--- config.mk ---
export PLATFORM = sky130hd
export DESIGN_NAME = bus_if
export DESIGN_NICKNAME = d
export VERILOG_FILES = /design/src/rtl/bus_if.sv
export SDC_FILE = /design/constraint.sdc
export NUM_CORES = 1
export LEC_CHECK = 0
export CAP_MARGIN = 40
export CORE_AREA = 4 4 117 119
export DETAILED_ROUTE_END_ITERATION = 16
export DIE_AREA = 0 0 121 123
export PLACE_DENSITY_LB_ADDON = 0.2
export SLEW_MARGIN = 25
export SYNTH_ARGS = -nofsm -noshare
export SYNTH_HDL_FRONTEND = slang
export SYNTH_SLANG_ARGS = --single-unit
--- constraint.sdc ---
create_clock -name clk -period 2 [get_ports clk]
set_input_delay 0.2 -clock clk [delete_from_list [all_inputs] [get_ports clk]]
set_output_delay 0.2 -clock clk [all_outputs]
set_load 0.02 [all_outputs]
--- src/rtl/bus_if.sv ---
// Pipeline-side memory access unit: SPM hits are served combinationally (zero wait), other regions go through a bus master handshake.
// Bus accesses stall the stage via busy until bus_rdy_; stall holds the completed read data, flush only masks new requests.
module bus_if #(
    parameter int                SEL_W   = 3,
    parameter logic [SEL_W-1:0]  SPM_SEL = 3'b001,
    parameter int                SPM_AW  = 12
) (
    input  logic               clk,
    input  logic               reset_,
    input  logic               stall,
    input  logic               flush,
    output logic               busy,
    input  logic [29:0]        addr,
    input  logic               as_,
    input  logic               rw,
    input  logic [31:0]        wr_data,
    output logic [31:0]        rd_data,
    input  logic [31:0]        spm_rd_data,
    output logic [SPM_AW-1:0]  spm_addr,
    output logic               spm_as_,
    output logic               spm_rw,
    output logic [31:0]        spm_wr_data,
    input  logic [31:0]        bus_rd_data,
    input  logic               bus_rdy_,
    input  logic               bus_grnt_,
    output logic               bus_req_,
    output logic [29:0]        bus_addr,
    output logic               bus_as_,
    output logic               bus_rw,
    output logic [31:0]        bus_wr_data
);

    typedef enum logic [1:0] {
        IDLE   = 2'd0,
        REQ    = 2'd1,
        ACCESS = 2'd2,
        WAIT   = 2'd3
    } state_t;

    state_t      r_state;
    logic [31:0] r_rd_buf;

    logic w_spm_region;
    logic w_new_req;
    logic w_spm_hit;
    logic w_bus_hit;

    assign w_spm_region = (addr[29:30-SEL_W] == SPM_SEL);
    assign w_new_req    = (r_state == IDLE) && !as_ && !flush;
    assign w_spm_hit    = w_new_req && w_spm_region;
    assign w_bus_hit    = w_new_req && !w_spm_region;

    assign spm_addr    = addr[SPM_AW-1:0];
    assign spm_rw      = rw;
    assign spm_wr_data = wr_data;
    assign spm_as_     = !w_spm_hit;

    always_comb begin
        busy    = 1'b0;
        rd_data = r_rd_buf;
        case (r_state)
            IDLE: begin
                busy = w_bus_hit;
                if (w_spm_hit) begin
                    rd_data = spm_rd_data;
                end
            end
            REQ: begin
                busy = 1'b1;
            end
            ACCESS: begin
                // Ready data bypasses rd_buf so the stage sees it in the completing cycle.
                busy = bus_rdy_;
                if (!bus_rdy_) begin
                    rd_data = bus_rd_data;
                end
            end
            default: begin
                busy = 1'b0;
            end
        endcase
    end

    always_ff @(posedge clk or negedge reset_) begin
        if (!reset_) begin
            r_state     <= IDLE;
            bus_req_    <= 1'b1;
            bus_as_     <= 1'b1;
            bus_rw      <= 1'b1;
            bus_addr    <= '0;
            bus_wr_data <= '0;
            r_rd_buf    <= '0;
        end else begin
            case (r_state)
                IDLE: begin
                    if (w_bus_hit) begin
                        bus_addr    <= addr;
                        bus_rw      <= rw;
                        bus_wr_data <= wr_data;
                        bus_req_    <= 1'b0;
                        r_state     <= REQ;
                    end
                end
                REQ: begin
                    if (!bus_grnt_) begin
                        bus_as_ <= 1'b0;
                        r_state <= ACCESS;
                    end
                end
                ACCESS: begin
                    // Strobe is a single-cycle pulse even when the slave inserts wait states.
                    bus_as_ <= 1'b1;
                    if (!bus_rdy_) begin
                        bus_req_ <= 1'b1;
                        r_rd_buf <= bus_rd_data;
                        r_state  <= stall ? WAIT : IDLE;
                    end
                end
                WAIT: begin
                    if (flush || !stall) begin
                        r_state <= IDLE;
                    end
                end
                default: begin
                    r_state <= IDLE;
                end
            endcase
        end
    end

endmodule

==> qor.csv <==
stage;metric;value;unit
run_status;status;finished with violations;
run_status;failing checks;setup timing;
worst_setup_path;Setup crit start;r_state[0]$_DFFE_PN0P_;
synthesis;Post-Synth Simple-Gate Area;0.0715;
placement;placed cells;787;
clocking;Clk pin slew, worst setup/hold paths;70;ps
floorplan;Row Count;41;
routing;post-route ant nets;0;
sta;Worst Tran Pin Value;530;ps
synthesis;YS warnings;0;
layout;fin util;0.688;
global_route;total track usage;0.215;
synthesis;post-synthesis xor/xnor area fraction;0;
clocking;CTS sink cnt;99;
routing;DRT iter0 DRCs;166;
layout;fin cells;826;
worst_setup_path;R2R cell count;9;
worst_setup_path;Setup crit end kind;output port;
floorplan;Die Area;0.0149;mm2
sta;fin. max-slew vios;0;
power_and_ir_drop;switch share;0.363;
placement;Setup WS pre-CTS;-571;ps
sta;Slew HR;0.647;
clocking;CTS Root Cell;clkbuf_16;
sta;setup ws final;-216;ps
routing;Via Count;4128;
synthesis;syn_nets;511;
clocking;CTS H-tree lvls;3;
power_and_ir_drop;Tot Pwr;0.0130;W
floorplan;Initial Util;0.386;
clocking;clock buffer depth;2;
synthesis;post-synthesis compound-gate area fraction;0.0983;
layout;Area Growth Syn to Fin;78.5;%
power_and_ir_drop;sequential share of power;0.283;
floorplan;Die Ht;123;um
layout;number of nets in the layout;783;
routing;DRT Pass-1 Iters;4;
routing;residual DRC count;0;
synthesis;Avg Cell Area, Syn;12.9;um2
worst_setup_path;critical path class;reg2out;
synthesis;post-synthesis register bit count;99;
sta;RSZ-0062 raised after global routing;yes;
floorplan;DIE WIDTH;121;um
placement;dpl cell area;0.00766;mm2
floorplan;IO Count;278;
synthesis;sequential share of the synthesized area;0.512;
clocking;TritonCTS clock tree;yes;
global_route;largest net degree at the start of global routing;100;
synthesis;Syn Inst Count;377;
power_and_ir_drop;Gate power share;0.557;
placement;Buffers on Ports;277;
power_and_ir_drop;Power Density;1500;mW/mm2
global_route;initial antenna violation count;0;
worst_setup_path;CP max FO;7;
synthesis;Adder-Cell Fraction of Synth Area;0;
worst_setup_path;Worst Path Arrival;2020;ps
global_route;vias in the first global route;4449;
synthesis;mux cell area share after synthesis;0.214;
sta;Max Clk Rate;451;MHz
synthesis;Post-Syn Area;0.00485;mm2
run;Max Cap Viol;0;
worst_setup_path;Reg2Reg Capture Point;bus_addr[22]$_DFFE_PN0P_;
layout;layout cells sized above 1;0.320;
worst_setup_path;worst r2r src;r_state[0]$_DFFE_PN0P_;
worst_hold_path;Hold WC Path Type;in2async;
synthesis;largest family of logic cells by synthesized area;multiplexers;
power_and_ir_drop;sw power;0.00472;W
global_route;grt ovf;0;
global_route;first-pass GRT wire length;24.7;mm
power_and_ir_drop;clock power share;0.159;
clocking;Clock Latency Late Sink;350;ps
worst_setup_path;Req. time, crit path;1800;ps
placement;GP Congestion;0.803;
clocking;total CTS buffers;9;
power_and_ir_drop;Peak supply drop;0.000800;V
synthesis;Cell variety after synth;34;
layout;final instance area;0.00865;mm2
power_and_ir_drop;P_int;0.00828;W
layout;n_diodes;0;
worst_setup_path;Reg2Reg Setup Slack;-210;ps
routing;routed len/inst;20.1;um
floorplan;Core Footprint;0.0126;mm2
routing;vias per cell;5.00;
sta;Final Critical Period;2220;ps
routing;total wire length;16.6;mm
placement;dpl hpwl;11.0;mm
worst_setup_path;CP startpoint kind;flop;
sta;period utilization;1.11;
sta;Clock Skew;6.63;ps
power_and_ir_drop;leak pwr;3.68;nW
sta;setup violators final;82;
sta;Final Hold Fails;0;
[metrics by stage]
stage                     hold WS [ps]  setup TNS (ps)
after global routing               454          -15740
after CTS                          446          -11880
final                              460          -11500
after global placement             306          -40800
after detailed placement           309          -41950
after floorplan                  -95.6               0
[cells by family (layout without fill, tap and decap cells)]
group | count (synthesis) | in the layout
DFF | 99 | 99
and+or+nand+nor | 56 | 56
AOI/OAI and AO/OA | 57 | 57
muxes | 92 | 92
buffers and inverters | 73 | 350
[placed cells by master, fill, tap and decap left out, types with 2 or more instances in the layout]
| cell type | count |
|---|---|
| o211ai_1 | 10 |
| nor4_4 | 2 |
| mux2_2 | 32 |
| nand3_1 | 10 |
| clkdlybuf4s50_1 | 242 |
| dfrtp_1 | 96 |
| nand4_1 | 7 |
| buf_2 | 16 |
| a22oi_1 | 11 |
| buf_12 | 16 |
| dfstp_2 | 3 |
| mux2_4 | 59 |
| a22o_1 | 4 |
| o21ai_0 | 3 |
| nand2_1 | 4 |
| a221o_1 | 22 |
| buf_6 | 16 |
| buf_8 | 3 |
| inv_1 | 2 |
| bufinv_16 | 3 |
| nor2_4 | 2 |
| and2_1 | 20 |
| buf_4 | 31 |
| nor2_1 | 4 |
| buf_16 | 5 |
| clkbuf_16 | 10 |
[cells in the mapped netlist]
cell | n | area, um2
dfrtp_1 | 96 | 2400
a21o_1 | 1 | 7.51
nand4_1 | 7 | 43.8
buf_2 | 6 | 30.0
buf_4 | 48 | 360
o211ai_1 | 10 | 75.1
o22ai_1 | 1 | 6.26
o22a_1 | 1 | 8.76
nor4_1 | 1 | 6.26
nor2b_1 | 1 | 6.26
buf_6 | 6 | 67.6
nor4_2 | 1 | 12.5
nor3b_1 | 2 | 15.0
clkbuf_1 | 10 | 37.5
and2_0 | 1 | 6.26
a22o_1 | 4 | 35.0
dfstp_2 | 3 | 78.8
or4_4 | 1 | 11.3
a221o_1 | 22 | 220
nand3_1 | 10 | 50.1
mux2_1 | 60 | 676
nor2_4 | 2 | 22.5
o21bai_1 | 1 | 7.51
mux2_2 | 32 | 360
and3b_1 | 1 | 8.76
nor2_1 | 4 | 15.0
a2bb2oi_1 | 1 | 8.76
o21ai_0 | 3 | 15.0
nand2_1 | 4 | 15.0
or3b_2 | 1 | 8.76
inv_1 | 3 | 11.3
a22oi_1 | 11 | 82.6
a21oi_1 | 2 | 10.0
and2_1 | 20 | 125
[critical path, cell delays in order (launching register included)]
cell	delay, ps
dfrtp_1	390
or4_4	560
buf_6	160
buf_12	130
o211ai_1	160
nand3_1	120
buf_6	150
[area by class of cell]
class,instances,area [um2]
fillers,906,3920
repair buffers,331,3450
flip-flops and latches,99,2480
multi-input cells,205,2130
clock buffers,9,225
well taps,172,215
clock inverters,7,134
inverters,3,11.3
[state kept, by name (all words and copies together) (netlist names)]
register,flops
bus_addr,30
bus_as_,1
bus_req_,1
bus_rw,1
bus_wr_data,32
r_rd_buf,32
r_state,2
[routing by layer]
metal / up-vias / wire length [um] / global-route usage
met3: 22 / 962 / 0.0535
li1: 1889 / - / -
met4: 0 / 333 / 0.0694
met2: 145 / 8830 / 0.388
met1: 2072 / 6490 / 0.250
met5: - / 0 / 0
[worst max-delay path by stage]
| stage | cells past startpoint | endpoint | slack (ps) |
|---|---|---|---|
| after floorplan | 4 | busy | 100 |
| after global placement | 5 | rd_data[26] | -580 |
| after detailed placement | 5 | rd_data[26] | -570 |
| after CTS | 7 | rd_data[14] | -230 |
| after global routing | 6 | rd_data[4] | -290 |
| final | 6 | rd_data[23] | -220 |
[power by group through the flow]
stage	Sequential [W]	Clock [W]	Combinational (W)
6_report	0.00368	0.00207	0.00724
5_1_grt	0.00382	0.00221	0.00761
4_1_cts	0.00364	0.00212	0.00710
3_5_place_dp	0.00363	0	0.00652
3_3_place_gp	0.00357	0	0.00643
2_1_floorplan	0.00437	0	0.00247
[timing repair]
action	4_1_cts	5_1_grt
pin swaps	9	10
setup buffers	12	7
hold endpoints to repair	96	0
resized for setup	222	41
gates cloned	9	1
endpoints found under the setup margin	90	93
hold buffers	1	0
(Power assumes the default switching activity.)
==> RTL change (same settings) <==
Reset style: synchronous (`reset_`), changed in one clocked block.
--- a/src/rtl/bus_if.sv
+++ b/src/rtl/bus_if.sv
@@ -81,7 +81,7 @@
         endcase
     end
 
-    always_ff @(posedge clk or negedge reset_) begin
+    always_ff @(posedge clk) begin
         if (!reset_) begin
             r_state     <= IDLE;
             bus_req_    <= 1'b1;
Behaviour: differs if reset_ is asserted again (counterexample within 4 cycles, from zero or initial values and one cycle with reset_ low); with reset_ held inactive, the same outputs for 4 cycles.
==> RTL change against the unedited design <==
  * Sequential cell count unchanged
  * The flow still finishes with violations (negative setup slack)
  * Worst setup slack worse by 18 ps
  * Design area down 8.2%
  * Critical path depth unchanged
  * Area after synthesis up 2.5%
  * Register-to-register slack better by 430 ps
  * Routed wire length up 10%
Power is not compared: it rests on default switching activity, and its combinational part moved more than twofold at a synthesized area within 25%.
==> RTL change: results (changes against the unedited design) <==
| Metric | Value |
|---|---|
| Outcome | `complete, but fails checks` |
| Clock Pin Slew Worst Setup and Hold Paths | `70 ps (about the same)` |
| Worst vdd ir | `0.331 mV` |
| DRT iter0 DRCs | `315 (+90%)` |
| Worst-path fanout max | `17 (+10)` |
| Synth top area cells | `dfxtp_1 (40%), a21oi_1 (9.8%), nand3_1 (7.8%), buf_4 (6.8%), o21ai_0 (6.4%)` |
| Clock skew | `4.83 ps (-1.81 ps)` |
| Final Net Count | `1004 (+28%)` |
| Distinct cells, synth | `33 (-2.9%)` |
| First-pass DRT Iterations | `5 (+1)` |
| Vias in the first global route | `5471 (+23%)` |
| Hold Crit Class | `in -> reg` |
| Mean Syn Cell Area | `7.68 um2 (-40%)` |
| Final worst slack | `-234 ps (-17.7 ps)` |
| Routed len/inst | `17.5 um (-13%)` |
| GRT Overall Usage | `0.235 (+0.0203)` |
| Leak pwr | `around 3 nW` |
| Vias | `5635 (+37%)` |
| Main synth FF type | `dfxtp_1` |
| Final setup viols | `32 (-61%)` |
| Syn_nets | `781 (+53%)` |
| Ratio of cells with drive above 1 in the final layout | `0.120 (-0.199)` |
| Overflow after GRT | `0 (unchanged)` |
| First-pass GRT wire length | `27900 um (+13%)` |
| Largest net degree at the start of global routing | `64 (-36%)` |
| Gpl congestion | `0.831 (+3.5%)` |
| Root Buffer | `clkbuf_16` |
| # diodes | `0 (unchanged)` |
| Async S/R FF share, synth | `0 (-1.00)` |
| Failing checks | `negative setup slack` |
| Post-Route Utilization | `0.632 (-0.0561)` |
| Top cells by count, synth | `dfxtp_1 (99), a21oi_1 (97), nand2_1 (85)` |
| WL final | `18300 um (+10%)` |
| Initial antenna violation count | `0 (unchanged)` |
| Worst-Margin Slew | `546 ps (+16.6 ps)` |
| Port bufs | `277 (unchanged)` |
| WP data arrival | `2030 ps` |
| Seq/Total Area, Yosys | `0.399 (-0.113)` |
| Detailed-placement wirelength estimate | `13600 um (+23%)` |
## RTL change: per-layer routing
| metal | up-vias | share of wire | track usage | wire (um) |
|---|---|---|---|---|
| li1 | 2687 | - | - | - |
| met1 | 2642 | 0.39 | 0.275 | 7150 |
| met2 | 269 | 0.49 | 0.402 | 9020 |
| met3 | 37 | 0.086 | 0.0691 | 1580 |
| met4 | 0 | 0.031 | 0.101 | 562 |
| met5 | - | 0 | 0 | 0 |
## RTL change: timing repair
item / CTS / global route
endpoints found under the setup margin: 34 / 34
gates resized for setup: 146 / 15
setup buffers: 1 / 0
pin swaps: 4 / 1
## RTL change: critical path: stages
cell             delay, ps
clkdlybuf4s50_1        510
or4_4                  580
nor2_8                 130
inv_6                   80
a311o_1                360
buf_2                  160
## RTL change: area by class of cell
type	instances	area [um2]
Timing Repair Buffer	319	3030
Clock buffer	11	253
Fill cell	1118	4620
Inverter	19	76.3
Clock inverter	4	26.3
Sequential cell	99	1990
Multi-Input combinational cell	422	2360
Tap cell	172	215
## RTL change: cell families after synthesis
group | share of synthesized area
AOI/OAI and AO/OA | 0.260
muxes | 0.00201
buffers and inverters | 0.135
DFF | 0.399
and+or+nand+nor | 0.204
## RTL change: final timing paths
path / slack, ps / startpoint / end / depth (start not counted)
min: 410 / addr[23] / bus_addr[23] / 3
max: -230 / as_ / rd_data[15] / 6
max reg2reg: 220 / r_state[0] / bus_wr_data[26] / 7
min reg2reg: 450 / r_rd_buf[26] / r_rd_buf[26] / 2
## RTL change: metrics by stage
| step | worst slack (ps) | cell area, um2 | TNS, ps |
|---|---|---|---|
| after floorplan | 14.9 | 4980 | 0 |
| after global placement | -724 | 7740 | -20540 |
| after detailed placement | -776 | 7740 | -23750 |
| after CTS | -229 | 7910 | -6370 |
| after global routing | -279 | 7950 | -8080 |
| final | -234 | 7950 | -6590 |
## RTL change: report_power, final
group	internal, mW	leakage (nW)	switching (mW)
logic	0.626	2.06	0.612
registers	2.06	0.806	0.0477
clock network	0.902	0.137	0.722
